### src/rtl/nibble_serial_adder.sv
// rtl/nibble_serial_adder.sv - digit-serial adder, one 4-bit prefix slice per clock
//
// Adds two W-bit operands (W = 4*NIBBLES) plus a carry-in, one nibble per
// cycle, least significant nibble first, through a single 4-bit
// parallel-prefix slice.
//
// Ports:
//   clk       clock, rising edge
//   rst       asynchronous active-high reset
//   in_valid  operand request          in_ready  accepting operands (IDLE)
//   a, b      W-bit operands           cin       carry-in
//   out_valid result presented (DONE)  out_ready consumer takes result
//   sum       (a+b+cin) mod 2^W        cout      carry out of bit W-1
//   ovf       signed overflow          busy      state is not IDLE
module nibble_serial_adder #(
    parameter int NIBBLES = 4
) (
    input  logic                   clk,
    input  logic                   rst,
    input  logic                   in_valid,
    output logic                   in_ready,
    input  logic [4*NIBBLES-1:0]   a,
    input  logic [4*NIBBLES-1:0]   b,
    input  logic                   cin,
    output logic                   out_valid,
    input  logic                   out_ready,
    output logic [4*NIBBLES-1:0]   sum,
    output logic                   cout,
    output logic                   ovf,
    output logic                   busy
);

    localparam int W  = 4 * NIBBLES;
    localparam int CW = $clog2(NIBBLES) + 1;

    typedef enum logic [1:0] {IDLE, RUN, DONE} state_t;

    state_t          state;
    logic [CW-1:0]   cnt;
    logic [W-1:0]    a_sr;
    logic [W-1:0]    b_sr;
    logic            carry;
    logic [W-1:0]    sum_r;
    logic            cout_r;
    logic            ovf_r;

    // Slice signals
    logic [3:0] g;
    logic [3:0] p;
    logic [3:0] c;
    logic       g10, p10, g32, p32, g30, p30;
    logic       c4;
    logic [3:0] slice_sum;
    logic [W+3:0] sum_cat;

    // 4-bit prefix tree: pair groups first, then the full 4-bit group, so the
    // carry-out sees two combining levels instead of a four-stage ripple.
    always_comb begin
        g   = a_sr[3:0] & b_sr[3:0];
        p   = a_sr[3:0] ^ b_sr[3:0];
        g10 = g[1] | (p[1] & g[0]);
        p10 = p[1] & p[0];
        g32 = g[3] | (p[3] & g[2]);
        p32 = p[3] & p[2];
        g30 = g32 | (p32 & g10);
        p30 = p32 & p10;
        c[0] = carry;
        c[1] = g[0] | (p[0] & carry);
        c[2] = g10 | (p10 & carry);
        c[3] = g[2] | (p[2] & c[2]);
        c4   = g30 | (p30 & carry);
        slice_sum = p ^ c;
        // New digit enters at the top; after NIBBLES shifts the low digit
        // computed first has reached bit 0. Works for NIBBLES == 1 as well.
        sum_cat = {slice_sum, sum_r};
    end

    always_ff @(posedge clk or posedge rst) begin
        if (rst) begin
            state  <= IDLE;
            cnt    <= '0;
            a_sr   <= '0;
            b_sr   <= '0;
            carry  <= 1'b0;
            sum_r  <= '0;
            cout_r <= 1'b0;
            ovf_r  <= 1'b0;
        end else begin
            case (state)
                IDLE: begin
                    if (in_valid) begin
                        a_sr  <= a;
                        b_sr  <= b;
                        carry <= cin;
                        cnt   <= '0;
                        state <= RUN;
                    end
                end
                RUN: begin
                    sum_r <= sum_cat[W+3:4];
                    a_sr  <= a_sr >> 4;
                    b_sr  <= b_sr >> 4;
                    carry <= c4;
                    cnt   <= cnt + CW'(1);
                    if (cnt == CW'(NIBBLES - 1)) begin
                        cout_r <= c4;
                        ovf_r  <= c[3] ^ c4;
                        state  <= DONE;
                    end
                end
                DONE: begin
                    if (out_ready) begin
                        state <= IDLE;
                    end
                end
                default: state <= IDLE;
            endcase
        end
    end

    assign in_ready  = (state == IDLE);
    assign out_valid = (state == DONE);
    assign busy      = (state != IDLE);
    assign sum       = sum_r;
    assign cout      = cout_r;
    assign ovf       = ovf_r;

endmodule
### config.mk
export PLATFORM = sky130hd
export DESIGN_NAME = nibble_serial_adder
export DESIGN_NICKNAME = d
export VERILOG_FILES = /design/src/rtl/nibble_serial_adder.sv
export SDC_FILE = /design/constraint.sdc
export NUM_CORES = 1
export LEC_CHECK = 0
export CAP_MARGIN = 20
export CORE_MARGIN = 3
export CORE_UTILIZATION = 45
export DETAILED_ROUTE_END_ITERATION = 7
export GPL_TIMING_DRIVEN = 0
export PLACE_DENSITY = 0.78
export SLEW_MARGIN = 20
export SYNTH_ARGS = -nofsm -noshare
export SYNTH_HDL_FRONTEND = slang
export SYNTH_SLANG_ARGS = --single-unit
### constraint.sdc
create_clock -name clk -period 3.83 [get_ports clk]
set_clock_uncertainty 0.15 [all_clocks]
set_input_delay 0.9575 -clock clk [delete_from_list [all_inputs] [get_ports clk]]
set_output_delay 0.9575 -clock clk [all_outputs]
set_load 0.01 [all_outputs]
Word level (Yosys, flattened, before mapping). Index checks and enable logic that the tools add are counted. W data, S select, Z words.

Logic and storage cells: 54. Input port bits: 37. Output and inout port bits: 21. Bits in registers: 56.

Add/subtract/negate cells: 1. Mux-type cells: 12. Bitwise operators: 21. Reduce and logical (&&, ||, !) cells: 6. Eq/ne operators: 6.

Operators with widths (count): $pmux W16 S2 (2); $mux W16 (2); $and A1 B1 Y1 (10); $xor A4 B4 Y4 (2); $or A1 B1 Y1 (7); $mux W2 (3); $pmux W2 S3 (1); $pmux W3 S2 (1); $and A4 B4 Y4 (1); $ne A2 B2 Y1 const B (2); $reduce_and A2 Y1 (2); $reduce_bool A2 Y1 (2); $add A3 B1 Y3 const B (1); $eq A3 B2 Y1 const B (1); $mux W3 (1); $reduce_and A3 Y1 (1); $eq A2 B1 Y1 const B (1); $eq A2 B2 Y1 const B (1); $logic_not A2 Y1 (1); $ne A2 B1 Y1 const B (1); $pmux W1 S2 (1); $mux W1 (1); $xor A1 B1 Y1 (1).

Longest topological paths before layout.
Depth in word-level cells: 7. Gate-level depth with buffers: 7. Gate-level depth less buffers: 7.

Least setup slack after synthesis. OpenSTA, ideal clock, no wires.

Kind: register to register. Start: register a_sr[0]. End: register ovf_r (netlist: ovf). Stages on the path, launching flop included: 8. Setup time: 0.132 ns. Slack: 1.583 ns. Data arrival time: 1.965 ns. Path through: dfrtp_1 -> ha_1 -> a21o_1 -> a21o_1 -> fa_1 -> and2_1 -> o2111ai_1 -> or3b_1.

Word-level cells in the longest chain between the ends: 7. Elaborated cells on any way between the ends: 15. Classes of those cells: bitwise: 15.

Ends and longest elaborated chain: from (decl) (RTL line 40) `logic [W-1:0] a_sr;`; from (signal assigned) (RTL line 101) `a_sr <= a_sr >> 4;`; $and A4 B4 Y4 / $xor A4 B4 Y4 (equally long branches) (RTL line 59, 60); $and A1 B1 Y1, on equally long branches (RTL line 61, 62); $or A1 B1 Y1 / $and A1 B1 Y1 (equally long branches) (RTL line 61, 69); $or A1 B1 Y1 / $and A1 B1 Y1 (equally long branches) (RTL line 69, 65); $and A1 B1 Y1 / $or A1 B1 Y1 (equally long branches) (RTL line 70, 65); $or A1 B1 Y1, on equally long branches (RTL line 70, 71); $xor A1 B1 Y1 (*) (RTL line 107) `ovf_r <= c[3] ^ c4;`; to (signal assigned) (RTL line 107); to (decl) (RTL line 45) `logic ovf_r;`.

Mark *: on every way between the ends. The rest lies on a longest branch, timed or not. A chain may end at the register's enable or synchronous reset.

Final worst setup path.
Start: register state[0]. End: output port out_valid.

Word-level cells in the longest chain between the ends: 1.

Ends and longest elaborated chain: from (decl) (RTL line 38) `state_t state;`; from (signal assigned) (RTL line 80) `state <= IDLE;`; from (signal assigned) (RTL line 96) `state <= RUN;`; from (signal assigned) (RTL line 108) `state <= DONE;`; $eq A2 B2 Y1 (RTL line 122) `assign out_valid = (state == DONE);`; to (decl) (RTL line 25) `output logic out_valid,`.

Every way passes these cells.

==> report_table.html <==
<table>
<tr><th>Metric</th><th>Value</th></tr>
<tr><th colspan="2">Synth</th></tr>
<tr><td>Number of different library cells in the post-synthesis netlist</td><td>35</td></tr>
<tr><td>Post-synth top area cell</td><td>sky130_fd_sc_hd__dfrtp_1</td></tr>
<tr><td>Synth Warn #</td><td>0</td></tr>
<tr><td>Largest cells by area after synthesis</td><td>sky130_fd_sc_hd__dfrtp_1 (52%), sky130_fd_sc_hd__nand2_1 (9.7%), sky130_fd_sc_hd__and3b_1 (7.5%)</td></tr>
<tr><td>Sequential cell area fraction in the yosys report</td><td>51.97%</td></tr>
<tr><td>Top cell type's share of synthesized area</td><td>51.97%</td></tr>
<tr><td>Flop and latch count out of synthesis</td><td>56</td></tr>
<tr><td>Instance count of the mapped netlist</td><td>276</td></tr>
<tr><td>Post-Synthesis Net Count</td><td>321</td></tr>
<tr><td>Share of synthesized registers carrying an async set or reset</td><td>100.0%</td></tr>
<tr><td>Most numerous cell in the Yosys netlist</td><td>sky130_fd_sc_hd__nand2_1</td></tr>
<tr><td>Synthesized area</td><td>2696 sq um</td></tr>
<tr><td>Ranking of synthesized cells by instance count</td><td>sky130_fd_sc_hd__nand2_1 (70), sky130_fd_sc_hd__dfrtp_1 (56), sky130_fd_sc_hd__o21ai_0 (28), sky130_fd_sc_hd__a21oi_1 (25), sky130_fd_sc_hd__and3b_1 (23)</td></tr>
<tr><td>Leading register cell type out of synthesis</td><td>sky130_fd_sc_hd__dfrtp_1</td></tr>
<tr><td>Mean instance size in the synthesized netlist</td><td>9.769 sq um</td></tr>
<tr><td>Number of enable flip-flop cells after synthesis</td><td>0</td></tr>
<tr><th colspan="2">Worst setup path</th></tr>
<tr><td>Internal reg-to-reg setup slack</td><td>1.47 ns</td></tr>
<tr><td>Critical path endpoint category</td><td>primary output</td></tr>
<tr><td>Worst stage delay on the critical path</td><td>0.52 ns</td></tr>
<tr><td>Crit path max fanout</td><td>10</td></tr>
<tr><td>Cell family contributing the most delay on the critical path</td><td>buffers and inverters</td></tr>
<tr><td>Critical Path Slowest Stage Cell</td><td>sky130_fd_sc_hd__clkdlybuf4s50_1</td></tr>
<tr><td>Setup CP Type</td><td>flop to primary output</td></tr>
<tr><td>Worst endpoint required time</td><td>2.72 ns</td></tr>
<tr><td>Critical Path Source Type</td><td>flop</td></tr>
<tr><td>Critical path buffer and inverter count</td><td>4</td></tr>
<tr><td>Arrival @ worst endpoint</td><td>1.82 ns</td></tr>
<tr><td>Worst-path cell chain</td><td>buf_6 &gt; buf_4 &gt; nand2b_1 &gt; inv_1 &gt; clkdlybuf4s50_1</td></tr>
<tr><th colspan="2">Routing</th></tr>
<tr><td>Final wirelength</td><td>5.860 mm</td></tr>
<tr><td>Number of search-and-repair iterations in the first detailed-routing pass</td><td>4</td></tr>
<tr><td>Per-cell routed wire length</td><td>14.26 microns</td></tr>
<tr><td>Initial detailed-routing violation count</td><td>78</td></tr>
<tr><td>Antenna Nets Post-Route</td><td>0</td></tr>
<tr><td>Vias/cell</td><td>5.221</td></tr>
<tr><td>Post-route DRC</td><td>0</td></tr>
<tr><td>Via count</td><td>2146</td></tr>
<tr><th colspan="2">STA</th></tr>
<tr><td>Slew @ Worst Pin</td><td>0.6652 ns</td></tr>
<tr><td>Maximum clock frequency</td><td>341.5 MHz</td></tr>
<tr><td>Count of final max-slew check failures</td><td>0</td></tr>
<tr><td>Minimum clock period</td><td>2.928 ns</td></tr>
<tr><td>RSZ-0062 raised after global routing</td><td>false</td></tr>
<tr><td>Post-route setup TNS</td><td>0 ns</td></tr>
<tr><td>Tcrit/Tclk final</td><td>76.45%</td></tr>
<tr><td># setup viols final</td><td>0</td></tr>
<tr><td>Max-slew headroom</td><td>55.65%</td></tr>
<tr><td>Total count of hold-check failures in the final report</td><td>0</td></tr>
<tr><th colspan="2">Floorplan</th></tr>
<tr><td>Overall die area</td><td>6956 sq um</td></tr>
<tr><td>Core area</td><td>5642 sq um</td></tr>
<tr><td>Die X-Extent</td><td>83.41 microns</td></tr>
<tr><td>Initial core utilization</td><td>47.79%</td></tr>
<tr><td>Die extent in y</td><td>83.41 microns</td></tr>
<tr><td>I/O pin count</td><td>58</td></tr>
<tr><td>Total number of placement rows</td><td>27</td></tr>
<tr><th colspan="2">Clock network</th></tr>
<tr><td>Num Clock Sinks</td><td>56</td></tr>
<tr><td>CTS tree</td><td>built</td></tr>
<tr><td>Clock root buffer</td><td>sky130_fd_sc_hd__clkbuf_8</td></tr>
<tr><td>Number of cells upsized or downsized after cts</td><td>0</td></tr>
<tr><td>Clock-pin slew reported for the worst setup and hold paths after clock tree synthesis</td><td>0.09 ns</td></tr>
<tr><td>Post-CTS Repair Setup Buffers</td><td>0</td></tr>
<tr><td>Clock Latency Late Sink</td><td>0.31 ns</td></tr>
<tr><td>Hold buffers post-CTS</td><td>0</td></tr>
<tr><td>H-tree levels</td><td>2</td></tr>
<tr><td>Clock buffer depth</td><td>2</td></tr>
<tr><td>CTS buffer count</td><td>5</td></tr>
<tr><th colspan="2">Power and ir drop</th></tr>
<tr><td>Logic gate share of total power</td><td>45.5%</td></tr>
<tr><td>Share of total power in the clock network</td><td>16.5%</td></tr>
<tr><td>Switching power summed over all nets</td><td>998.8 uW</td></tr>
<tr><td>Switching Fraction</td><td>37.26%</td></tr>
<tr><td>Design internal power</td><td>1682 uW</td></tr>
<tr><td>Reported leakage power</td><td>0.001675 uW</td></tr>
<tr><td>Total power</td><td>2681 uW</td></tr>
<tr><td>Max VDD drop</td><td>0.3325 mV</td></tr>
<tr><td>Sequential power share</td><td>38.0%</td></tr>
<tr><td>Power density of the placed cells</td><td>770.7 nW/um^2</td></tr>
<tr><th colspan="2">Layout</th></tr>
<tr><td>Area growth syn-to-layout</td><td>29.00%</td></tr>
<tr><td>Area occupied by multi-input gates</td><td>1174 sq um</td></tr>
<tr><td>Number of filler instances in the final layout</td><td>478</td></tr>
<tr><td>Antenna fix cells</td><td>0</td></tr>
<tr><td>Fraction of final layout cells sized beyond drive strength 1</td><td>6.785%</td></tr>
<tr><td>Register area</td><td>1401 sq um</td></tr>
<tr><td>Final nets</td><td>384</td></tr>
<tr><th colspan="2">GRT</th></tr>
<tr><td>Final global-route overflow total</td><td>0</td></tr>
<tr><td>Wire length of the first global-routing pass</td><td>10.18 mm</td></tr>
<tr><td>Initial antenna violation count</td><td>0</td></tr>
<tr><td>Maximum number of pins on one net before global-route repair</td><td>57</td></tr>
<tr><td>Total global-route track usage</td><td>17.80%</td></tr>
<tr><td>Via count of the first global-routing pass</td><td>2223</td></tr>
<tr><th colspan="2">Worst hold path</th></tr>
<tr><td>Worst min-delay path category</td><td>flop to flop</td></tr>
<tr><th colspan="2">Place</th></tr>
<tr><td>Routability congestion estimate</td><td>0.7903</td></tr>
<tr><td>Number of port buffers</td><td>56</td></tr>
<tr><td>Half-perimeter wire length of the detailed placement result</td><td>4.372 mm</td></tr>
<tr><th colspan="2">Job</th></tr>
<tr><td>Number of max-cap violations</td><td>0</td></tr>
<tr><th colspan="2">Run status</th></tr>
<tr><td>Outcome</td><td>finished, final reports clean</td></tr>
</table>
-- cells by family (layout without fill, tap and decap cells) --
group	count (synthesis)	in the layout	share of synthesized area [%]
adders and majority gates	8	8	4.269
DFF	56	56	51.97
xor gates and xnor gates	2	2	0.6498
AOI/OAI and AO/OA	77	77	17.22
muxes	1	1	0.4176
and+or+nand+nor	106	106	20.97
buffers and inverters	26	89	4.501
-- flip-flops by register name (all words and copies together), names as in the netlist --
| name | cells |
|---|---|
| cout | 1 |
| cnt | 3 |
| state | 2 |
| a_sr | 16 |
| b_sr | 16 |
| ovf | 1 |
| carry | 1 |
| sum | 16 |
-- power by group through the flow --
stage,registers [uW],logic [uW],clock network [uW]
CTS,1020,1230,451
detailed placement,1030,1230,0
global placement,1020,1190,0
global route,1050,1380,470
finish,1020,1220,443
floorplan,1030,765,0
-- cell type report --
type	instances	share of cell area (%)
well taps	72	2.590
multi-input cells	194	33.74
repair buffers	56	16.12
inverters	8	0.9353
clock inverters	2	1.727
plain buffers	18	2.626
flip-flops and latches	56	40.29
clock buffers	5	1.978
-- metrics by stage --
step | hold WS, ns | instances | instance area (sq um) | util, % | setup WS, ns
global route | 0.3610 | 411 | 3478 | 61.65 | 0.8027
global placement | 0.3071 | 404 | 3347 | 59.33 | 0.3300
finish | 0.3339 | 411 | 3478 | 61.65 | 0.9018
detailed placement | 0.3207 | 404 | 3349 | 59.37 | 1.235
CTS | 0.3424 | 411 | 3478 | 61.65 | 0.8857
floorplan | 0.3001 | 276 | 2696 | - | 1.351
-- final timing paths --
kind | startpoint | to | cells after the start
max | state[0]$_DFFE_PP0P_ | out_valid | 5
min | b_sr[11]$_DFFE_PP0P_ | b_sr[11]$_DFFE_PP0P_ | 2
max reg2reg | a_sr[0]$_DFFE_PP0P_ | ovf$_DFFE_PP0P_ | 7
min reg2reg | b_sr[11]$_DFFE_PP0P_ | b_sr[11]$_DFFE_PP0P_ | 2
max in group asynchronous | rst | b_sr[3]$_DFFE_PP0P_ | 2
min in group asynchronous | rst | sum[5]$_DFFE_PP0N_ | 2
-- cells in the final DEF, fill, tap and decap left out, types with 3 or more instances in the layout --
| cell | instances |
|---|---|
| sky130_fd_sc_hd__nor2b_1 | 3 |
| sky130_fd_sc_hd__buf_2 | 7 |
| sky130_fd_sc_hd__a22o_1 | 9 |
| sky130_fd_sc_hd__o21ai_0 | 28 |
| sky130_fd_sc_hd__and3b_1 | 23 |
| sky130_fd_sc_hd__dfrtp_1 | 56 |
| sky130_fd_sc_hd__clkbuf_1 | 8 |
| sky130_fd_sc_hd__o21ai_1 | 4 |
| sky130_fd_sc_hd__a21oi_1 | 25 |
| sky130_fd_sc_hd__inv_1 | 7 |
| sky130_fd_sc_hd__clkbuf_8 | 5 |
| sky130_fd_sc_hd__ha_1 | 6 |
| sky130_fd_sc_hd__nand2_1 | 70 |
| sky130_fd_sc_hd__clkdlybuf4s50_1 | 56 |
-- worst reg2reg max path: cells and delay by family (launching register included) --
| family | cells | cell delay, ns |
|---|---|---|
| adders and majority gates | 2 | 0.74 |
| and+or+nand+nor | 2 | 0.52 |
| AOI/OAI and AO/OA | 3 | 0.43 |
| DFF | 1 | 0.41 |
-- per-layer routing --
layer / track usage, % / wire length (microns) / vias to the layer above
li1: - / - / 1069
met4: 4.160 / 76 / 0
met1: 21.17 / 2540 / 997
met5: 0 / 0 / -
met3: 3.869 / 333 / 9
met2: 32.58 / 2910 / 71
No activity file was read; power rests on OpenSTA's default activity.
